===== config.mk =====
export PLATFORM = sky130hd
export DESIGN_NAME = beam_trigger_holdoff
export DESIGN_NICKNAME = d
export VERILOG_FILES = /design/src/rtl/beam_trigger_holdoff.sv
export SDC_FILE = /design/constraint.sdc
export NUM_CORES = 1
export LEC_CHECK = 0
export CORE_AREA = 5 5 372 374
export CTS_BUF_LIST = sky130_fd_sc_hd__clkbuf_8 sky130_fd_sc_hd__clkbuf_16
export CTS_CLUSTER_SIZE = 8
export DETAILED_ROUTE_END_ITERATION = 8
export DIE_AREA = 0 0 377 379
export GPL_TIMING_DRIVEN = 0
export PLACE_DENSITY_LB_ADDON = 0.05
export SYNTH_ARGS = -nofsm -noshare
export SYNTH_HDL_FRONTEND = slang
export SYNTH_SLANG_ARGS = --single-unit

===== constraint.sdc =====
create_clock -name clk_i -period 3.7 [get_ports clk_i]
set_clock_uncertainty 0.2 [all_clocks]
set_input_delay 0.74 -clock clk_i [delete_from_list [all_inputs] [get_ports clk_i]]
set_output_delay 0.74 -clock clk_i [all_outputs]
set_load 0.1 [all_outputs]

===== src/rtl/beam_trigger_holdoff.sv =====
// Beam trigger holdoff: masks beams, captures timestamped events, applies holdoff.
// Optional per-beam rate scalers are enabled by defining L1_TRIG_SCALERS_EN.
module beam_trigger_holdoff #(
  parameter int NBEAMS    = 46,
  parameter int TIME_W    = 32,
  parameter int HOLDOFF_W = 16,
  parameter int SCALER_W  = 16
) (
  input  logic                         clk_i,
  input  logic                         rst_i,
  input  logic [NBEAMS-1:0]            trigger_i,
  input  logic [NBEAMS-1:0]            mask_i,
  input  logic                         enable_i,
  input  logic [HOLDOFF_W-1:0]         holdoff_i,
  output logic                         evt_valid_o,
  input  logic                         evt_ready_i,
  output logic [NBEAMS-1:0]            evt_beams_o,
  output logic [TIME_W-1:0]            evt_time_o,
  output logic [15:0]                  dropped_o,
  input  logic [31:0]                  scaler_period_i,
  output logic [NBEAMS*SCALER_W-1:0]   scaler_o,
  output logic                         scaler_valid_o
);

  typedef enum logic [1:0] {IDLE, PEND, HOLD} state_e;

  state_e                state_q, state_d;
  logic [NBEAMS-1:0]     trig_q, mask_q;
  logic                  enable_q;
  logic [TIME_W-1:0]     tcnt_q, time_q;
  logic [NBEAMS-1:0]     beams_q, beams_d;
  logic [TIME_W-1:0]     etime_q, etime_d;
  logic [HOLDOFF_W-1:0]  hold_q, hold_d, hold_dec;
  logic                  valid_q, valid_d;
  logic [15:0]           drop_q, drop_d;
  logic [NBEAMS-1:0]     qual;
  logic                  hit, hs;

  assign qual = trig_q & ~mask_q;
  assign hit  = (|qual) & enable_q;
  assign hs   = valid_q & evt_ready_i;

  always_comb begin
    state_d  = state_q;
    beams_d  = beams_q;
    etime_d  = etime_q;
    hold_d   = hold_q;
    valid_d  = valid_q;
    drop_d   = drop_q;
    hold_dec = (hold_q == '0) ? '0 : hold_q - 1'b1;
    unique case (state_q)
      IDLE: begin
        if (hit) begin
          beams_d = qual;
          etime_d = time_q;
          valid_d = 1'b1;
          hold_d  = holdoff_i;
          state_d = PEND;
        end
      end
      PEND: begin
        hold_d = hold_dec;
        if (hs) begin
          if (hold_q == '0 && hit) begin
            beams_d = qual;
            etime_d = time_q;
            hold_d  = holdoff_i;
          end else if (hold_dec == '0) begin
            valid_d = 1'b0;
            state_d = IDLE;
          end else begin
            valid_d = 1'b0;
            state_d = HOLD;
          end
        end else if (hold_q == '0 && hit && drop_q != 16'hFFFF) begin
          drop_d = drop_q + 16'd1;
        end
      end
      HOLD: begin
        hold_d = hold_dec;
        // the cycle after the count runs out is already IDLE, so capture can resume
        if (hold_dec == '0) state_d = IDLE;
      end
      default: state_d = IDLE;
    endcase
  end

  always_ff @(posedge clk_i) begin
    if (rst_i) begin
      state_q  <= IDLE;
      trig_q   <= '0;
      mask_q   <= '0;
      enable_q <= 1'b0;
      tcnt_q   <= '0;
      time_q   <= '0;
      beams_q  <= '0;
      etime_q  <= '0;
      hold_q   <= '0;
      valid_q  <= 1'b0;
      drop_q   <= '0;
    end else begin
      state_q  <= state_d;
      trig_q   <= trigger_i;
      mask_q   <= mask_i;
      enable_q <= enable_i;
      tcnt_q   <= tcnt_q + 1'b1;
      time_q   <= tcnt_q;
      beams_q  <= beams_d;
      etime_q  <= etime_d;
      hold_q   <= hold_d;
      valid_q  <= valid_d;
      drop_q   <= drop_d;
    end
  end

  assign evt_valid_o = valid_q;
  assign evt_beams_o = beams_q;
  assign evt_time_o  = etime_q;
  assign dropped_o   = drop_q;

`ifdef L1_TRIG_SCALERS_EN
  logic [31:0]                per_q, per_d, pact_q, cur_per;
  logic [NBEAMS*SCALER_W-1:0] cnt_q, cnt_d, inc, sc_q, sc_d;
  logic                       sv_q, sv_d, term;

  always_comb begin
    // a new period value is only picked up at the start of a gate
    cur_per = (per_q == 32'd0) ? scaler_period_i : pact_q;
    term    = (cur_per != 32'd0) && (per_q + 32'd1 == cur_per);
    for (int b = 0; b < NBEAMS; b++) begin
      if (&cnt_q[b*SCALER_W +: SCALER_W])
        inc[b*SCALER_W +: SCALER_W] = cnt_q[b*SCALER_W +: SCALER_W];
      else
        inc[b*SCALER_W +: SCALER_W] = cnt_q[b*SCALER_W +: SCALER_W]
                                      + SCALER_W'(trig_q[b]);
    end
    sc_d  = sc_q;
    sv_d  = 1'b0;
    per_d = per_q + 32'd1;
    cnt_d = inc;
    if (cur_per == 32'd0) begin
      per_d = '0;
      cnt_d = '0;
    end else if (term) begin
      sc_d  = inc;
      sv_d  = 1'b1;
      per_d = '0;
      cnt_d = '0;
    end
  end

  always_ff @(posedge clk_i) begin
    if (rst_i) begin
      per_q  <= '0;
      pact_q <= '0;
      cnt_q  <= '0;
      sc_q   <= '0;
      sv_q   <= 1'b0;
    end else begin
      per_q  <= per_d;
      pact_q <= cur_per;
      cnt_q  <= cnt_d;
      sc_q   <= sc_d;
      sv_q   <= sv_d;
    end
  end

  assign scaler_o       = sc_q;
  assign scaler_valid_o = sv_q;
`else
  logic unused_period;
  assign unused_period  = ^scaler_period_i;
  assign scaler_o       = '0;
  assign scaler_valid_o = 1'b0;
`endif

endmodule

; ---- Word level (Yosys, flattened, before mapping)
; Index checks and enable logic that the tools add are counted.
; Widths: inputs -> output; s select.
[totals]
reg_bits = 270
latch_bits = 0
ramBits = 0
rom_bits = 0
input_bits = 144
output_inout_bits = 832
wordCells = 63
mem_count = 0
[classes]
add_sub_neg = 3
n_mul = 0
div_mod_pow = 0
order_cmp = 0
eq_ne = 8
shifts = 0
mux = 23
bitwise_logic = 5
reduce_logical = 13
[ops]
columns = operator, count
row1 = $mux 46, 3
row2 = $mux 32, 3
row3 = $pmux 46 s2, 1
row4 = $mux 16, 4
row5 = $pmux 32 s2, 1
row6 = $pmux 16 s3, 1
row7 = $and 46x46->46, 1
row8 = $not 46->46, 1
row9 = $reduce_or 46->1, 1
row10 = $add 32x1->32 const B, 1
row11 = $logic_not 16->1, 2
row12 = $add 16x1->16 const B, 1
row13 = $ne 16x16->1 const B, 1
row14 = $sub 16x1->16 const B, 1
row15 = $reduce_and 4->1, 3
row16 = $mux 2, 5
row17 = $ne 2x2->1 const B, 5
row18 = $pmux 2 s3, 1
row19 = $mux 1, 3
row20 = $reduce_and 3->1, 1
row21 = $reduce_bool 3->1, 1
row22 = $and 1x1->1, 2
row23 = $eq 2x1->1 const B, 1
row24 = $eq 2x2->1 const B, 1
row25 = other kinds (6), 7

; ---- Logic depth before layout (Yosys ltp)
[depth]
word_depth = 8
mapped_depth = 11
mapped_depth_nobuf = 9

; ---- Worst setup path before layout
; OpenSTA, ideal clock, no wires.
[synth_path]
kind = flip-flop to flip-flop
from = register drop_q[6] (netlist: dropped_o[6])
to = register drop_q[14] (netlist: dropped_o[14])
setup_time_ns = 0.125
arrival_time_ns = 2.732
t_required_ns = 3.375
setup_slack_ns = 0.643
path_stages_with_launch = 8
n_path_buf = 0
period_less_slack_ns = 3.057
path_cell_list = dfxtp_1 -> and4_1 -> nand4_1 -> nor4_1 -> or3_1 -> nor3_1 -> xnor2_1 -> nor2_1
[synth_via]
elab_chain_len = 3
elab_cells_between_ends = 4
classes_between = add/sub: 1 / eq/ne: 1 / reduce/logical: 2
[synth_lines]
columns = item, line_no
row1 = from (decl), 35  ; logic [15:0] drop_q, drop_d;
row2 = from (signal assigned), 112  ; drop_q <= drop_d;
row3 = "parallel branches: the longest is 3 deep, another holds $add 16x1->16", -
; Several ways; the timed one is not identified.
; A chain may end at the register's enable or synchronous reset.

; ---- Worst setup path after layout
[layout_path]
from = register trig_q[17]
to = register beams_q[29] (netlist: evt_beams_o[29])
[layout_via]
elab_chain_len = 6
elab_cells_between_ends = 7
classes_between = eq/ne: 2 / bitwise: 2 / reduce/logical: 3
[layout_lines]
columns = item, line_no
row1 = from (decl), 28  ; logic [NBEAMS-1:0] trig_q, mask_q;
row2 = from (signal assigned), 103  ; trig_q <= trigger_i;
row3 = $and 46x46->46 (*), 39  ; assign qual = trig_q & ~mask_q;
row4 = $reduce_or 46->1 (*), 40  ; assign hit = (|qual) & enable_q;
row5 = $and 1x1->1 (*), 40
row6 = $logic_and 1x1->1, 64  ; if (hold_q == '0 && hit) begin
row7 = $ne 2x2->1 (no source line), -
row8 = $reduce_and 4->1 (no source line) (*), -
row9 = to (signal assigned), 108  ; beams_q <= beams_d;
row10 = to (decl), 31  ; logic [NBEAMS-1:0] beams_q, beams_d;
; Every way passes the cells marked *; elsewhere a longest branch is shown, timed or not.

==> flow_summary.json <==
{
  "p_sw_mw": 6.18,
  "avgSynthCellArea_um2": 8.93,
  "drive_gt1_frac": 0.303,
  "num_vias": 11876,
  "synth_top_cell_by_area": "buf_4",
  "slew_viol_final": 0,
  "rows": 135,
  "grt_pass1_wl_um": 84700,
  "die_h_um": 379,
  "die_area_mm2": 0.143,
  "holdPathStages": 2,
  "dieWidth_um": 377,
  "io_buffers": 206,
  "postCtsHoldBufs": 0,
  "grt-ovfl-total": 0,
  "min_period_over_period": 0.932,
  "crit_arrival_ns": 3.68,
  "fmax_ghz": 0.290,
  "antenna_found_initial": 16,
  "netlist.area_leader.share": 0.358,
  "hp-class": "flip-flop to flip-flop",
  "crit_top_cell": "buf_6",
  "ff2ff_path_depth": 10,
  "clk_latency_ns": 0.59,
  "synth.distinct_cells": 59,
  "p_clk_frac": 0.288,
  "yosysMostFrequentCell": "buf_4",
  "ys_ff_latch": 270,
  "clkTransAtPathRegs_ns": 0.06,
  "finalSetupViolCount": 0,
  "switching_share": 0.491,
  "io_pins": 976,
  "via_per_inst": 2.62,
  "period_needed_ns": 3.45,
  "holdPathEnd": "evt_time_o[28]$_SDFFE_PP0P_",
  "comb_power_share": 0.457,
  "drtIter0Drc": 188,
  "grtUsageTotal": 0.0823,
  "reg2reg_from": "trig_q[17]$_SDFF_PP0_",
  "clockBufferDepth": 3,
  "p_per_area_mw_per_mm2": 527,
  "hpwl_um": 53600,
  "max_slew_margin": 0.123,
  "required_ns": 3.93,
  "grt_pass1_vias": 11469,
  "drt-total-wl_um": 63700,
  "worstPathCellList": "nor2b_1 > nor4_4 > nand4_1 > o31a_1 > o211ai_1 > buf_4 > buf_6 > buf_6 > mux2i_1 > nor2_1",
  "numCtsBuffers": 42,
  "antenna_left": 0,
  "status": "finished, final reports clean",
  "p_leak_nw": 12.1,
  "syn2layout_area_growth_pct": 53.9,
  "cp_slowest_cell": "o31a_1",
  "r2r_end": "evt_beams_o[29]$_SDFFE_PP0P_",
  "synth_cells": 1739,
  "dr.pass1.iters": 4,
  "coreArea_mm2": 0.135,
  "placed_area_mm2": 0.0226,
  "min-delay-start": "time_q[28]$_SDFF_PP0_",
  "clock-sinks": 270,
  "place_ws_ns": -0.741,
  "setup_ws_ns": 0.251,
  "synthTopCellsByCount": "buf_4 (740), dfxtp_1 (270), nor2b_1 (171)",
  "final_nets": 2881,
  "cp-end-kind": "flip-flop",
  "start_kind": "flip-flop",
  "cp_max_fo": 10,
  "critPathTopFamily": "simple AND/OR/NAND/NOR gates",
  "crit_buf_inv": 3,
  "wl_per_cell_um": 14.0,
  "synth_area_leaders": "buf_4 (36%), dfxtp_1 (35%), nor2b_1 (6.9%), mux2i_1 (5.2%), nor2_1 (3.6%)",
  "gp_congestion": 0.693,
  "initial_core_util": 0.115,
  "ir_drop_mv": 0.295,
  "ys.flop_type": "dfxtp_1",
  "hold_viol_final": 0,
  "p_seq_frac": 0.255,
  "maxCapViolCount": 0,
  "synthArstFlopShare": 0,
  "drcViolationCount": 0,
  "cts_tree": "done",
  "rsz0062_at_grt": "no",
  "crit_type": "flip-flop to flip-flop",
  "htreeDepth": 2,
  "rrSetupSlack_ns": 0.25,
  "max_slew.worst_pin.slew_ns": 1.31,
  "yosysSeqAreaShare": 0.348,
  "grt_start_max_net_pins": 14,
  "synth_edf_count": 0,
  "slowest_delay_ns": 0.53,
  "p_int_mw": 6.42,
  "design_area_mm2": 0.0239,
  "synth_area_mm2": 0.0155,
  "ys_warn_count": 0,
  "cts_root_buf": "clkbuf_16"
}
[power groups by stage]
stage               clock (mW)  sequential [mW]  combinational, mW
floorplan                    0             3.47               4.82
global placement             0             3.27               5.71
CTS                       3.88             3.21               5.72
global route              3.96             3.23               6.02
detailed placement           0             3.27               5.70
finish                    3.63             3.21               5.76
[through the flow]
step                      hold WS (ns)  utilization  power, mW  cells  TNS [ns]
after floorplan                  0.226            -       8.29   2475         0
after global placement           0.240        0.168       8.98   4462   -115.31
after detailed placement         0.251        0.168       8.97   4462    -55.18
after CTS                        0.253        0.177       12.8   4525         0
after global routing             0.293        0.177       13.2   4525         0
final                            0.249        0.177       12.6   4531         0
[layout by cell type, fill, tap and decap left out, types with 8 or more instances in the layout]
| cell | Yosys | layout |
|---|---|---|
| nand4_1 | 13 | 13 |
| nand3_1 | 14 | 14 |
| nor4_1 | 18 | 14 |
| nor2b_1 | 171 | 171 |
| a221oi_1 | 8 | 8 |
| clkdlybuf4s50_1 | 0 | 206 |
| ha_1 | 8 | 8 |
| a21oi_1 | 20 | 20 |
| mux2i_1 | 81 | 81 |
| inv_1 | 9 | 15 |
| nor3_1 | 12 | 12 |
| xnor2_1 | 16 | 16 |
| clkbuf_16 | 0 | 42 |
| buf_4 | 740 | 745 |
| nor2_1 | 148 | 148 |
| dfxtp_1 | 270 | 270 |
| o21ai_0 | 23 | 23 |
| nand2_1 | 39 | 39 |
| conb_1 | 1 | 737 |
| xor2_1 | 34 | 34 |
| clkbuf_1 | 34 | 34 |
[tightest hold or removal path: cells and delay by family, from the launching register on]
family	cells	cell delay, ns
multiplexers	1	0.05
flip-flops	1	0.30
AND/OR/NAND/NOR	1	0.07
[worst max-delay path by stage]
stage,startpoint,to,cells past startpoint
final,trig_q[17]$_SDFF_PP0_,evt_beams_o[29]$_SDFFE_PP0P_,10
after global routing,trig_q[17]$_SDFF_PP0_,evt_beams_o[43]$_SDFFE_PP0P_,10
after CTS,hold_q[0]$_SDFFE_PP0P_,state_q[0]$_SDFFE_PP0P_,10
after detailed placement,trig_q[20]$_SDFF_PP0_,evt_beams_o[29]$_SDFFE_PP0P_,10
after global placement,trig_q[20]$_SDFF_PP0_,evt_beams_o[30]$_SDFFE_PP0P_,10
after floorplan,dropped_o[6]$_SDFFE_PP0P_,dropped_o[14]$_SDFFE_PP0P_,7
[cell families after synthesis]
logic type,count (synthesis),share of synthesized area
other,1,0.000242
buffers and inverters,795,0.374
AND/OR/NAND/NOR,462,0.159
XOR/XNOR,50,0.0282
AO/OA/AOI/OAI,72,0.0312
multiplexers,81,0.0522
flip-flops,270,0.348
adder cells (fa/ha/maj),8,0.00645
[registers in the layout, summed over array words and instances, names as in the netlist]
signal,flops
tcnt_q,32
enable_q,1
hold_q,16
mask_q,46
state_q,2
time_q,32
evt_time_o,32
dropped_o,16
evt_valid_o,1
trig_q,46
evt_beams_o,46
[timing repair]
action | CTS | global route
endpoints found under the setup margin | 96 | 2
setup buffers | 4 | 0
endpoints found under the hold margin | 0 | 0
pin swaps | 3 | 0
gates resized for setup | 7 | 1
[routing by layer]
layer	part of all wire	routed length, um	GRT usage	up-vias
met3	0.097	6180	0.0330	73
met5	0.0012	77	0	-
met1	0.37	23800	0.0896	5205
met4	0.017	1110	0.0188	12
li1	-	-	-	6084
met2	0.51	32500	0.150	502
[layout make-up]
class | instances | area (um2)
multi-input combinational | 1410 | 7120
antenna | 6 | 15.0
clock inverter | 13 | 113
clock buffer | 46 | 1110
buffer | 786 | 5780
timing repair buffer | 210 | 2090
sequential | 270 | 5410
fill | 15183 | 111000
tap | 1781 | 2230
inverter | 9 | 33.8
No activity file was read; power rests on OpenSTA's default activity.
